<file path="src/rtl/vm2002_pkg.sv">
// Shared types and constants for the vm2002 vending datapath.
package vm2002_pkg;

  // Coin encoding shared by the payout port and the refill port.
  typedef enum logic [1:0] {
    COIN_NONE    = 2'b00,
    COIN_NICKEL  = 2'b01,
    COIN_DIME    = 2'b10,
    COIN_QUARTER = 2'b11
  } coin_t;

  localparam int unsigned CENTS_NICKEL  = 5;
  localparam int unsigned CENTS_DIME    = 10;
  localparam int unsigned CENTS_QUARTER = 25;

  // Change dispenser control states.
  typedef enum logic [2:0] {
    CD_IDLE   = 3'd0,
    CD_SELECT = 3'd1,
    CD_EMIT   = 3'd2,
    CD_DONE   = 3'd3,
    CD_ERR    = 3'd4
  } cd_state_t;

  // Face value in cents of a coin code.
  function automatic int unsigned coin_cents(input coin_t c);
    case (c)
      COIN_NICKEL:  return CENTS_NICKEL;
      COIN_DIME:    return CENTS_DIME;
      COIN_QUARTER: return CENTS_QUARTER;
      default:      return 0;
    endcase
  endfunction

endpackage

</file>
<file path="src/rtl/vm2002_coin_inventory.sv">
// Three saturating coin counters (index 0 nickel, 1 dime, 2 quarter) with refill and payout decrement.
module vm2002_coin_inventory
  import vm2002_pkg::*;
#(
  parameter int unsigned INV_W  = 8,
  parameter int unsigned INIT_Q = 20,
  parameter int unsigned INIT_D = 20,
  parameter int unsigned INIT_N = 20
) (
  input  logic             clk,
  input  logic             hrst_n,
  input  logic             refill_valid,
  input  logic [1:0]       refill_coin,
  input  logic [INV_W-1:0] refill_count,
  input  logic [2:0]       dec,
  output logic [INV_W-1:0] q_cnt,
  output logic [INV_W-1:0] d_cnt,
  output logic [INV_W-1:0] n_cnt,
  output logic [2:0]       nz_c
);

  logic [INV_W-1:0] cnt_q [3];
  logic [INV_W-1:0] cnt_d [3];

  // Add then decrement in one extra bit so a same-cycle refill and payout nets to +count-1 before clamping.
  function automatic logic [INV_W-1:0] sat_step(input logic [INV_W-1:0] cnt,
                                                input logic [INV_W-1:0] add,
                                                input logic             take);
    logic [INV_W:0] sum;
    sum = {1'b0, cnt} + {1'b0, add};
    if (take && (sum != '0)) sum = sum - (INV_W+1)'(1);
    if (sum > {1'b0, {INV_W{1'b1}}}) return '1;
    return sum[INV_W-1:0];
  endfunction

  // Next inventory per coin and nonzero flags for the greedy selector.
  always_comb begin
    nz_c = '0;
    for (int i = 0; i < 3; i++) begin
      cnt_d[i] = sat_step(cnt_q[i],
                          (refill_valid && (refill_coin == 2'(i + 1))) ? refill_count : INV_W'(0),
                          dec[i]);
      nz_c[i]  = (cnt_q[i] != '0);
    end
  end

  // Inventory registers; only a hard reset restores the initial stock.
  always_ff @(posedge clk or negedge hrst_n) begin
    if (!hrst_n) begin
      cnt_q[0] <= INV_W'(INIT_N);
      cnt_q[1] <= INV_W'(INIT_D);
      cnt_q[2] <= INV_W'(INIT_Q);
    end else begin
      for (int i = 0; i < 3; i++) cnt_q[i] <= cnt_d[i];
    end
  end

  assign n_cnt = cnt_q[0];
  assign d_cnt = cnt_q[1];
  assign q_cnt = cnt_q[2];

endmodule

</file>
<file path="src/rtl/vm2002_change_dispenser.sv">
// Pays a change balance out one coin at a time, greedy largest-first, with inventory and ack timeout.
module vm2002_change_dispenser
  import vm2002_pkg::*;
#(
  parameter int unsigned BAL_W  = 16,
  parameter int unsigned INV_W  = 8,
  parameter int unsigned INIT_Q = 20,
  parameter int unsigned INIT_D = 20,
  parameter int unsigned INIT_N = 20,
  parameter int unsigned ACK_TO = 512
) (
  input  logic             clk,
  input  logic             hrst_n,
  input  logic             srst,
  input  logic [BAL_W-1:0] balance_in,
  input  logic             balance_valid,
  output logic             ready,
  output logic [1:0]       coin_out,
  output logic             coin_valid,
  input  logic             coin_ack,
  input  logic             refill_valid,
  input  logic [1:0]       refill_coin,
  input  logic [INV_W-1:0] refill_count,
  output logic             done,
  output logic             error,
  output logic [BAL_W-1:0] residual,
  output logic [INV_W-1:0] q_cnt,
  output logic [INV_W-1:0] d_cnt,
  output logic [INV_W-1:0] n_cnt
);

  localparam int unsigned TMR_W = (ACK_TO > 1) ? $clog2(ACK_TO) : 1;

  cd_state_t        state_q,      state_d;
  logic [BAL_W-1:0] remaining_q,  remaining_d;
  logic [BAL_W-1:0] residual_q,   residual_d;
  logic [TMR_W-1:0] timer_q,      timer_d;
  coin_t            coin_out_q,   coin_out_d;
  logic             coin_valid_q, coin_valid_d;
  logic             done_q,       done_d;
  logic             error_q,      error_d;
  logic             ready_q,      ready_d;
  coin_t            pick;
  logic [2:0]       dec_c;
  logic [2:0]       nz_c;

  vm2002_coin_inventory #(
    .INV_W  (INV_W),
    .INIT_Q (INIT_Q),
    .INIT_D (INIT_D),
    .INIT_N (INIT_N)
  ) u_inv (
    .clk          (clk),
    .hrst_n       (hrst_n),
    .refill_valid (refill_valid),
    .refill_coin  (refill_coin),
    .refill_count (refill_count),
    .dec          (dec_c),
    .q_cnt        (q_cnt),
    .d_cnt        (d_cnt),
    .n_cnt        (n_cnt),
    .nz_c         (nz_c)
  );

  // Next state, payout bookkeeping and registered output values.
  always_comb begin
    state_d      = state_q;
    remaining_d  = remaining_q;
    residual_d   = residual_q;
    timer_d      = timer_q;
    coin_out_d   = coin_out_q;
    coin_valid_d = coin_valid_q;
    done_d       = 1'b0;
    error_d      = 1'b0;
    pick         = COIN_NONE;
    dec_c        = '0;

    case (state_q)
      CD_IDLE: begin
        if (balance_valid) begin
          remaining_d = balance_in;
          if (balance_in == '0) begin
            state_d = CD_DONE;
          end else if ((balance_in % BAL_W'(CENTS_NICKEL)) != '0) begin
            residual_d = balance_in;
            state_d    = CD_ERR;
          end else begin
            state_d = CD_SELECT;
          end
        end
      end

      CD_SELECT: begin
        if (remaining_q >= BAL_W'(CENTS_QUARTER) && nz_c[2])   pick = COIN_QUARTER;
        else if (remaining_q >= BAL_W'(CENTS_DIME) && nz_c[1]) pick = COIN_DIME;
        else if (remaining_q >= BAL_W'(CENTS_NICKEL) && nz_c[0]) pick = COIN_NICKEL;

        if (remaining_q == '0) begin
          state_d = CD_DONE;
        end else if (pick != COIN_NONE) begin
          coin_out_d   = pick;
          coin_valid_d = 1'b1;
          timer_d      = TMR_W'(ACK_TO - 1);
          state_d      = CD_EMIT;
        end else begin
          residual_d = remaining_q;
          state_d    = CD_ERR;
        end
      end

      CD_EMIT: begin
        if (coin_ack) begin
          remaining_d  = remaining_q - BAL_W'(coin_cents(coin_out_q));
          dec_c        = {coin_out_q == COIN_QUARTER, coin_out_q == COIN_DIME,
                          coin_out_q == COIN_NICKEL};
          coin_out_d   = COIN_NONE;
          coin_valid_d = 1'b0;
          state_d      = CD_SELECT;
        end else if (timer_q == '0) begin
          // Unacked coin is treated as never released, so it stays in remaining.
          residual_d   = remaining_q;
          coin_out_d   = COIN_NONE;
          coin_valid_d = 1'b0;
          state_d      = CD_ERR;
        end else begin
          timer_d = timer_q - TMR_W'(1);
        end
      end

      CD_DONE: begin
        done_d     = 1'b1;
        residual_d = '0;
        state_d    = CD_IDLE;
      end

      CD_ERR: begin
        error_d = 1'b1;
        state_d = CD_IDLE;
      end

      default: state_d = CD_IDLE;
    endcase

    // Soft reset abandons any coin in flight; its ack must not touch inventory.
    if (srst) begin
      state_d      = CD_IDLE;
      remaining_d  = '0;
      residual_d   = '0;
      timer_d      = TMR_W'(ACK_TO - 1);
      coin_out_d   = COIN_NONE;
      coin_valid_d = 1'b0;
      done_d       = 1'b0;
      error_d      = 1'b0;
      dec_c        = '0;
    end

    ready_d = (state_d == CD_IDLE);
  end

  // Control and output registers.
  always_ff @(posedge clk or negedge hrst_n) begin
    if (!hrst_n) begin
      state_q      <= CD_IDLE;
      remaining_q  <= '0;
      residual_q   <= '0;
      timer_q      <= TMR_W'(ACK_TO - 1);
      coin_out_q   <= COIN_NONE;
      coin_valid_q <= 1'b0;
      done_q       <= 1'b0;
      error_q      <= 1'b0;
      ready_q      <= 1'b1;
    end else begin
      state_q      <= state_d;
      remaining_q  <= remaining_d;
      residual_q   <= residual_d;
      timer_q      <= timer_d;
      coin_out_q   <= coin_out_d;
      coin_valid_q <= coin_valid_d;
      done_q       <= done_d;
      error_q      <= error_d;
      ready_q      <= ready_d;
    end
  end

  assign ready      = ready_q;
  assign coin_out   = coin_out_q;
  assign coin_valid = coin_valid_q;
  assign done       = done_q;
  assign error      = error_q;
  assign residual   = residual_q;

endmodule

</file>
<file path="config.mk">
export PLATFORM = sky130hd
export DESIGN_NAME = vm2002_change_dispenser
export DESIGN_NICKNAME = d
export VERILOG_FILES = /design/src/rtl/vm2002_pkg.sv /design/src/rtl/vm2002_coin_inventory.sv /design/src/rtl/vm2002_change_dispenser.sv
export SDC_FILE = /design/constraint.sdc
export NUM_CORES = 1
export LEC_CHECK = 0
export CELL_PAD_IN_SITES_DETAIL_PLACEMENT = 1
export CELL_PAD_IN_SITES_GLOBAL_PLACEMENT = 2
export CORE_MARGIN = 4
export CORE_UTILIZATION = 31
export DETAILED_ROUTE_END_ITERATION = 7
export PLACE_DENSITY = 0.84
export SLEW_MARGIN = 20
export SYNTH_ARGS = -nofsm -noshare
export SYNTH_HDL_FRONTEND = slang
export SYNTH_SLANG_ARGS = --single-unit
export TNS_END_PERCENT = 10
</file>
<file path="constraint.sdc">
create_clock -name clk -period 3.3 [get_ports clk]
set_input_delay 0.33 -clock clk [delete_from_list [all_inputs] [get_ports clk]]
set_output_delay 0.33 -clock clk [all_outputs]
set_load 0.005 [all_outputs]
</file>
==> results.cfg, run 1 <==
[placed_design]
dp_hpwl_um = 20200
port_buffers = 77
dpl_cell_area_mm2 = 0.00979
place_congestion = 0.888

[yosys]
synth.top_cell.area_share_pct = 19.7
synth.avg_cell_area_um2 = 7.93
synth_flop_cell = dfrtp_1
synth_cell_type_count = 89
synth_area_leaders = dfrtp_1 (20%), ha_1 (6.0%), dfstp_2 (5.7%)
synthCells = 927
synthesis.area_mm2 = 0.00735
yosys_warnings = 0
synth-edff-count = 0
synth.yosys.seq_area_share_pct = 25.5
syn-num-nets = 998
yosysTopAreaCell = dfrtp_1
ys_ff_latch = 74
postSynth.asyncResetShare_pct = 100

[floorplan]
dieArea_mm2 = 0.0263
core_mm2 = 0.0234
start_util_pct = 31.4
die_h_um = 162
ioPinCount = 78
row_count = 56
die_w_um = 162

[min_path]
holdCritStartpoint = balance_in[14]
min_path_type = in2reg
min_path_cells = 4
min_to = remaining_q[14]

[setup_path]
cp-end-kind = flop
crit_top_cell = buf_6
cp_num_buf_inv = 4
reg2reg_slack_ns = 0
cp_max_fo = 8
cp-startpoint = balance_in[14]
rr_worst_depth = 17
arrival_ns = 5.39
required_ns = 3.52
startpoint_type = primary input
crit_family = compound AO/OA/AOI/OAI gates
path_class = in2reg
slowest_stage = a2111o_1
r2r-end = residual[2]
max_stage_delay_ns = 0.47
r2r-start = remaining_q[9]

[route]
ant_nets = 0
finalWirelength_um = 27600
drcViolationCount = 0
drt_iter0_markers = 421
via_count = 8097
drtPass1Iterations = 4
vias_per_cell = 5.40
wire_per_inst_um = 18.4

[cells_and_area]
insertedDiodeCount = 0
nets = 1247
drive_gt1_share_pct = 32.9
multi_input_area_mm2 = 0.00562
fillCellCount = 2773
fin_util_pct = 46.3
area_growth_pct = 47.4
design_area_mm2 = 0.0108
regArea_mm2 = 0.00187

[clock_tree]
cts-root-buf = clkbuf_16
clk_pin_slew_ns = 0.07
clock_path_buffers = 2
numCtsBuffers = 9
cts.htree.levels = 3
cts.sinks = 74
tritoncts = done
insertion_delay_ns = 0.36

[global_route]
grt_max_degree = 75
globalRouteOverflowTotal = 0
antenna_found_initial = 0
grt_pass1_wl_um = 44500
grt_pass1_vias = 8537
grt.total_usage_pct = 20.5

[timing]
rsz0062_at_grt = yes
setup_slack_ns = -1.87
holdWs_ns = 0.425
fmax_ghz = 0.193
slew-limit-headroom_pct = 46.1
fin_skew_ns = 0.0133
slew_viol_final = 0
post-route-period-util_pct = 157
worst-slew-pin-transition_ns = 0.809
finalSetupTns_ns = -32.82
layout_min_cycle_time_ns = 5.17
finalSetupViolCount = 18
finalHoldViolCount = 0

[power_and_ir_drop]
leakage_nw = 4.59
max-vdd-ir-drop_uv = 363
p_per_area_mw_per_mm2 = 552
power.total_mw = 5.99

[run]
maxCapViolCount = 0

[run_status]
violations = negative setup slack
outcome = finished with violations
-- per-layer routing --
metal / routed length, um / GRT usage, % / up-vias
li1: - / - / 3895
met1: 12900 / 27.4 / 4046
met2: 13600 / 36.1 / 131
met3: 743 / 2.51 / 25
met4: 300 / 3.58 / 0
met5: 0 / 0 / -
-- worst register-to-register path, stage by stage (launching register included) --
cell,delay [ns]
dfrtp_1,0.39
nor3_2,0.22
nand2b_1,0.12
nor4_2,0.16
buf_4,0.17
nand2_1,0.09
buf_4,0.16
a31oi_1,0.15
a21oi_1,0.08
or3_1,0.36
a21oi_1,0.20
nor3_1,0.10
nor3_1,0.19
buf_4,0.18
o211ai_4,0.16
buf_16,0.21
a21oi_1,0.17
nor3_2,0.06
-- Yosys cell counts, types with 5 or more instances --
cell       instances
a21o_1            13
a21oi_1           77
a22oi_1           19
a2bb2oi_1         10
a31oi_1            7
and2_1            30
and3_1             7
and3b_1           18
buf_2              5
buf_4              6
buf_6              5
clkbuf_1          35
dfrtp_1           58
dfstp_2           16
ha_1              35
inv_1             41
nand2_1           79
nand2b_1          11
nand3_1           20
nand3b_1           5
nand4_1            9
nor2_1            66
nor2b_1           13
nor3_1            33
nor3_2            16
nor3b_1            7
nor4_1            14
o211ai_1          11
o21a_1             8
o21ai_0           63
o21ai_1            9
o21bai_1          12
o221ai_1           8
o22ai_1            7
o31ai_1            8
or3_1              8
xnor2_1           44
xor2_1             8
-- through the flow --
step	setup WS [ns]	cells
after floorplan	-1.65	927
after global placement	-2.54	1462
after detailed placement	-2.69	1462
after CTS	-1.81	1492
after global routing	-2.11	1500
final	-1.87	1500
-- sequential cells by signal, indices dropped and copies added, names as in the netlist --
name         cells
remaining_q     16
residual        16
timer_q          9
u_inv.d_cnt      8
u_inv.n_cnt      8
u_inv.q_cnt      8
state_q          3
coin_out         2
coin_valid       1
done             1
error            1
ready            1
-- where the power goes --
group	leakage [nW]	switching [mW]	internal, mW
Sequential	0.891	0.274	1.17
Combinational	3.57	1.70	1.86
Clock	0.131	0.464	0.522
Total	4.59	2.43	3.56
-- cells in the final DEF, fill, tap and decap left out, types with 6 or more instances in the layout --
cell and n:
and3b_1 17, o221ai_1 7, buf_4 200, and2_1 29
xnor2_1 40, nor3_2 24, a22oi_1 17, buf_6 12
or3_1 8, a21oi_1 55, o21a_1 7, o211ai_1 11
nand2_1 75, nor2_1 61, a2bb2oi_1 10, nor2_2 6
dfrtp_1 58, dfstp_2 16, o21ai_0 57, nor4_1 13
o21ai_1 6, o21ai_2 7, clkdlybuf4s50_1 67, nor2b_1 11
inv_1 38, a21o_1 12, nand4_1 9, nor3_1 24
nand2b_1 11, clkbuf_16 9, a21oi_2 23, o21bai_1 12
xor2_1 8, a31oi_1 7, ha_1 32, nand3_1 17
-- layout make-up --
type / count / share of cell area [%]
multi-input combinational: 757 / 51.8
timing repair buffer: 291 / 23.1
sequential: 74 / 17.3
tap: 319 / 3.68
clock buffer: 9 / 2.08
inverter: 43 / 1.49
clock inverter: 7 / 0.554
-- kinds of logic after synthesis --
family / share of synthesized area, %
muxes: 1.00
xor gates and xnor gates: 6.19
DFF: 25.5
and+or+nand+nor: 27.0
buffers and inverters: 5.80
AOI/OAI and AO/OA: 27.4
adders and majority gates: 7.18
-- worst max path at each step --
stage | endpoint | slack, ns | cells past startpoint
after floorplan | residual[11] | -1.65 | 25
after global placement | residual[10] | -2.54 | 24
after detailed placement | residual[0] | -2.69 | 26
after CTS | residual[7] | -1.81 | 27
after global routing | residual[6] | -2.11 | 26
final | residual[7] | -1.87 | 26
-- repair_timing --
action,CTS,global route
hold endpoints to repair,0,19
endpoints found under the setup margin,41,54
hold buffers,0,1
gates resized for setup,105,66
gates cloned,2,0
pin swaps,28,33
setup buffers,12,7
Note: power is estimated with default switching activity, not from simulation.
==> run 2: changes to the inputs <==
==> constraint.sdc (replaced) <==
create_clock -name clk -period 3.3 [get_ports clk]
set_input_delay 0.66 -clock clk [delete_from_list [all_inputs] [get_ports clk]]
set_output_delay 0.66 -clock clk [all_outputs]
set_load 0.005 [all_outputs]
==> results.cfg, run 2 (synthesis results as in run 1) <==
[global_route]
grt.total_usage_pct = 21.6
grt_max_degree = 75
antenna_found_initial = 0
grt_pass1_wl_um = 46600
grt_pass1_vias = 8839
globalRouteOverflowTotal = 0

[timing]
worst-slew-pin-transition_ns = 0.994
slew-limit-headroom_pct = 33.7
rsz0062_at_grt = yes
layout_min_cycle_time_ns = 5.60
finalHoldViolCount = 0
fin_skew_ns = 0.0107
setup_slack_ns = -2.30
fmax_ghz = 0.179
slew_viol_final = 0
finalSetupViolCount = 31
post-route-period-util_pct = 170

[placed_design]
place_congestion = 0.911
dpl_cell_area_mm2 = 0.00986
dp_hpwl_um = 20200
port_buffers = 77

[cells_and_area]
area_growth_pct = 50.8
multi_input_area_mm2 = 0.00567
regArea_mm2 = 0.00187
final_cell_mix = buf_4 (224), nand2_1 (75), clkdlybuf4s50_1 (67)
drive_gt1_share_pct = 35.6
design_area_mm2 = 0.0111
nets = 1274
fillCellCount = 2803
mostFrequentLayoutCell = buf_4
insertedDiodeCount = 0

[setup_path]
path_class = in2reg
cp_num_buf_inv = 9
crit_top_cell = buf_6
slowest_stage = a2111o_1
max_stage_delay_ns = 0.46
cp_max_fo = 8
arrival_ns = 5.87
reg2reg_slack_ns = -0.18
crit_family = compound AO/OA/AOI/OAI gates
required_ns = 3.57
cp-end-kind = flop
startpoint_type = primary input

[power_and_ir_drop]
max-vdd-ir-drop_uv = 395
p_per_area_mw_per_mm2 = 567
power.total_mw = 6.28
leakage_nw = 4.78

[floorplan]
die_h_um = 162
core_mm2 = 0.0234
dieArea_mm2 = 0.0263
die_w_um = 162
start_util_pct = 31.4
ioPinCount = 78
row_count = 56

[route]
ant_nets = 0
drcViolationCount = 0
via_count = 8335
wire_per_inst_um = 19.2
vias_per_cell = 5.46
drt_iter0_markers = 442
finalWirelength_um = 29400
drtPass1Iterations = 5

[clock_tree]
numCtsBuffers = 9
clock_path_buffers = 2
cts.htree.levels = 3
cts-root-buf = clkbuf_16
insertion_delay_ns = 0.35
tritoncts = done
hold_buffers = 0
cts.sinks = 74
clk_pin_slew_ns = 0.06

[run_status]
violations = negative setup slack
outcome = finished with violations

[run]
maxCapViolCount = 0

[min_path]
min_path_type = reg2reg
## run 2: cell count changes in the layout (fill, tap and decap cells not counted), moves of 2 or more
cell,before,now
xnor2_2,3,6
o21ai_2,7,9
buf_2,1,3
buf_6,12,14
a21oi_2,23,28
a21oi_1,55,51
buf_4,200,224
buf_16,2,0
xnor2_1,40,37
nor2_2,6,8
nor2_1,61,58
## run 2: final cells by class
class	instances	share of cell area, %
Inverter	43	1.48
Timing Repair Buffer	318	24.2
Clock buffer	9	2.03
Multi-Input combinational cell	757	51.1
Tap cell	319	3.60
Clock inverter	7	0.767
Sequential cell	74	16.9
## run 2: through the flow
stage          hold WS, ns  setup WS [ns]  instances  utilization (%)  setup TNS, ns
2_1_floorplan        0.364          -1.98        927                -         -37.04
3_3_place_gp         0.449          -2.89       1472             42.1         -68.13
3_5_place_dp         0.459          -2.96       1472             42.1         -71.02
4_1_cts              0.470          -2.24       1521             46.2         -45.04
5_1_grt              0.490          -2.59       1527             47.4         -49.67
6_report             0.464          -2.30       1527             47.4         -41.76
## run 2: final timing paths
kind | end | from | cells past startpoint
max | residual[2] | balance_in[13] | 31
min | timer_q[8] | timer_q[8] | 2
max reg2reg | residual[2] | remaining_q[10] | 18
min reg2reg | timer_q[8] | timer_q[8] | 2
max in group asynchronous | u_inv.q_cnt[7] | hrst_n | 1
min in group asynchronous | remaining_q[15] | hrst_n | 1
## run 2: what timing repair did
item	4_1_cts	5_1_grt
pin swaps	48	42
resized for setup	109	78
setup buffers	29	10
cloned	4	0
endpoints found under the setup margin	41	52
## run 2: routing by layer
metal | track usage (%) | routed length, um | vias to the layer above
met4 | 5.31 | 387 | 0
met1 | 28.0 | 13000 | 4156
met5 | 0 | 0 | -
li1 | - | - | 3954
met3 | 2.89 | 1130 | 33
met2 | 38.0 | 14900 | 192
## run 2: worst register-to-register path, delay by kind of cell (launching register included)
kind	cells	cell delay [ns]
and+or+nand+nor	9	1.62
AOI/OAI and AO/OA	4	0.57
DFF	1	0.41
buffers and inverters	5	0.80
## run 2: where the power goes
group / internal, mW / switching, mW / leakage, nW / total, mW
combinational: 1.96 / 1.81 / 3.74 / 3.77
sequential: 1.17 / 0.279 / 0.891 / 1.45
clock: 0.601 / 0.458 / 0.146 / 1.06
==> run 3: changes to the inputs <==
- CORE_UTILIZATION: 31 -> 35
- DONT_BUFFER_PORTS: unset -> 1
- SKIP_CTS_REPAIR_TIMING: unset -> 1
==> results.cfg, run 3 (synthesis results as in run 1) <==
[timing]
finalHoldViolCount = 0
holdWs_ns = 0.0207
fmax_ghz = 0.186
setup_slack_ns = -2.09
fin_skew_ns = 0.0102
worst-slew-pin-transition_ns = 0.629
rsz0062_at_grt = yes
finalSetupViolCount = 18
slew-limit-headroom_pct = 57.9
layout_min_cycle_time_ns = 5.39
slew_viol_final = 0
post-route-period-util_pct = 163

[route]
finalWirelength_um = 26400
via_count = 7731
drtPass1Iterations = 4
vias_per_cell = 5.77
wire_per_inst_um = 19.7
drt_iter0_markers = 361
ant_nets = 0
drcViolationCount = 0

[setup_path]
arrival_ns = 5.65
path_class = in2reg
startpoint_type = primary input
required_ns = 3.56
cp_max_fo = 15
cp-end-kind = flop

[placed_design]
place_congestion = 0.903
port_buffers = 0
dp_hpwl_um = 19400

[floorplan]
start_util_pct = 36.0
die_w_um = 153
die_h_um = 153
dieArea_mm2 = 0.0234
core_mm2 = 0.0204
ioPinCount = 78
row_count = 52

[cells_and_area]
final_cell_mix = buf_4 (173), nand2_1 (76), a21oi_1 (66)
nets = 1137
fillCellCount = 2480
area_growth_pct = 29.7
drive_gt1_share_pct = 29.9
insertedDiodeCount = 0
fin_util_pct = 46.7
mostFrequentLayoutCell = buf_4

[min_path]
min_path_type = in2async

[clock_tree]
cts-root-buf = clkbuf_16
cts.sinks = 74
numCtsBuffers = 9
cts.htree.levels = 3
insertion_delay_ns = 0.34
clk_pin_slew_ns = 0.06
clock_path_buffers = 2
tritoncts = done

[power_and_ir_drop]
leakage_nw = 4.05
p_per_area_mw_per_mm2 = 564
max-vdd-ir-drop_uv = 333

[run]
maxCapViolCount = 0

[global_route]
grt_pass1_wl_um = 41800
antenna_found_initial = 0
grt_pass1_vias = 7977
grt.total_usage_pct = 21.3
grt_max_degree = 75
globalRouteOverflowTotal = 0

[run_status]
violations = negative setup slack
outcome = finished with violations
[run 3: cell count changes in the layout (fill, tap and decap cells not counted), sizes merged]
cell	change
inv	-4
buf	-70
clkinv	+1
dlymetal6s2s	-3
bufinv	-1
clkinvlp	-1
clkdlybuf4s50	-67
dlygate4sd3	+2
clkbuf	+6
[run 3: final timing paths]
| path | from | end | slack, ns | cells after the start |
|---|---|---|---|---|
| min in group clk | srst | residual[3] | 0.38 | 1 |
| setup / recovery | balance_in[13] | residual[1] | -2.09 | 26 |
| max in group asynchronous | hrst_n | u_inv.n_cnt[5] | 2.12 | 1 |
| hold / removal | hrst_n | remaining_q[12] | 0.02 | 0 |
| hold reg to reg | timer_q[8] | timer_q[8] | 0.46 | 2 |
| setup reg to reg | remaining_q[10] | residual[1] | -0.19 | 19 |
[run 3: per-layer routing]
layer  global-route usage [%]  wire, um  vias to the layer above
li1                         -         -                     3683
met1                     26.7     11500                     3841
met2                     37.2     13100                      166
met3                     4.61      1200                       41
met4                     5.90       643                        0
met5                        0         0                        -
[run 3: where the power goes]
group | internal [mW] | switching (mW)
combinational | 1.46 | 1.47
clock | 0.569 | 0.383
sequential | 1.18 | 0.319
[run 3: through the flow]
step / total power, mW / worst slack [ns] / instance area (um^2) / std cells / setup TNS [ns]
after detailed placement: 4.15 / -2.34 / 8760 / 1310 / -46.16
final: 5.38 / -2.09 / 9540 / 1341 / -36.50
after global placement: 4.04 / -2.24 / 8760 / 1310 / -42.51
after floorplan: 3.09 / -1.98 / 7440 / 927 / -37.04
after global routing: 5.79 / -2.34 / 9540 / 1341 / -41.89
after CTS: 5.14 / -2.03 / 9050 / 1326 / -35.99
[run 3: area by class of cell]
cell class	instances	area, um^2	area share, %
clock buffer	14	274	2.87
clock inverter	2	10.0	0.105
inverter	43	165	1.73
multi-input combinational	757	5440	57.0
sequential	74	1870	19.6
tap	270	338	3.54
timing repair buffer	181	1440	15.1
[run 3: worst max-delay path: stages]
cell and delay (ns):
nor4bb_2 0.28, a311oi_1 0.09, buf_4 0.16, a32o_2 0.26
a21oi_4 0.22, o31ai_1 0.15, a221oi_2 0.32, o21ai_2 0.13
a221oi_4 0.37, buf_4 0.19, mux2i_2 0.25, a21o_2 0.22
nand3_1 0.13, a21oi_1 0.17, a211o_1 0.15, inv_2 0.07
ha_4 0.17, or3_1 0.36, a21o_1 0.17, o211ai_1 0.14
a2bb2oi_2 0.26, o211ai_4 0.12, buf_12 0.15, clkbuf_16 0.15
and3b_1 0.17, nor3_2 0.14
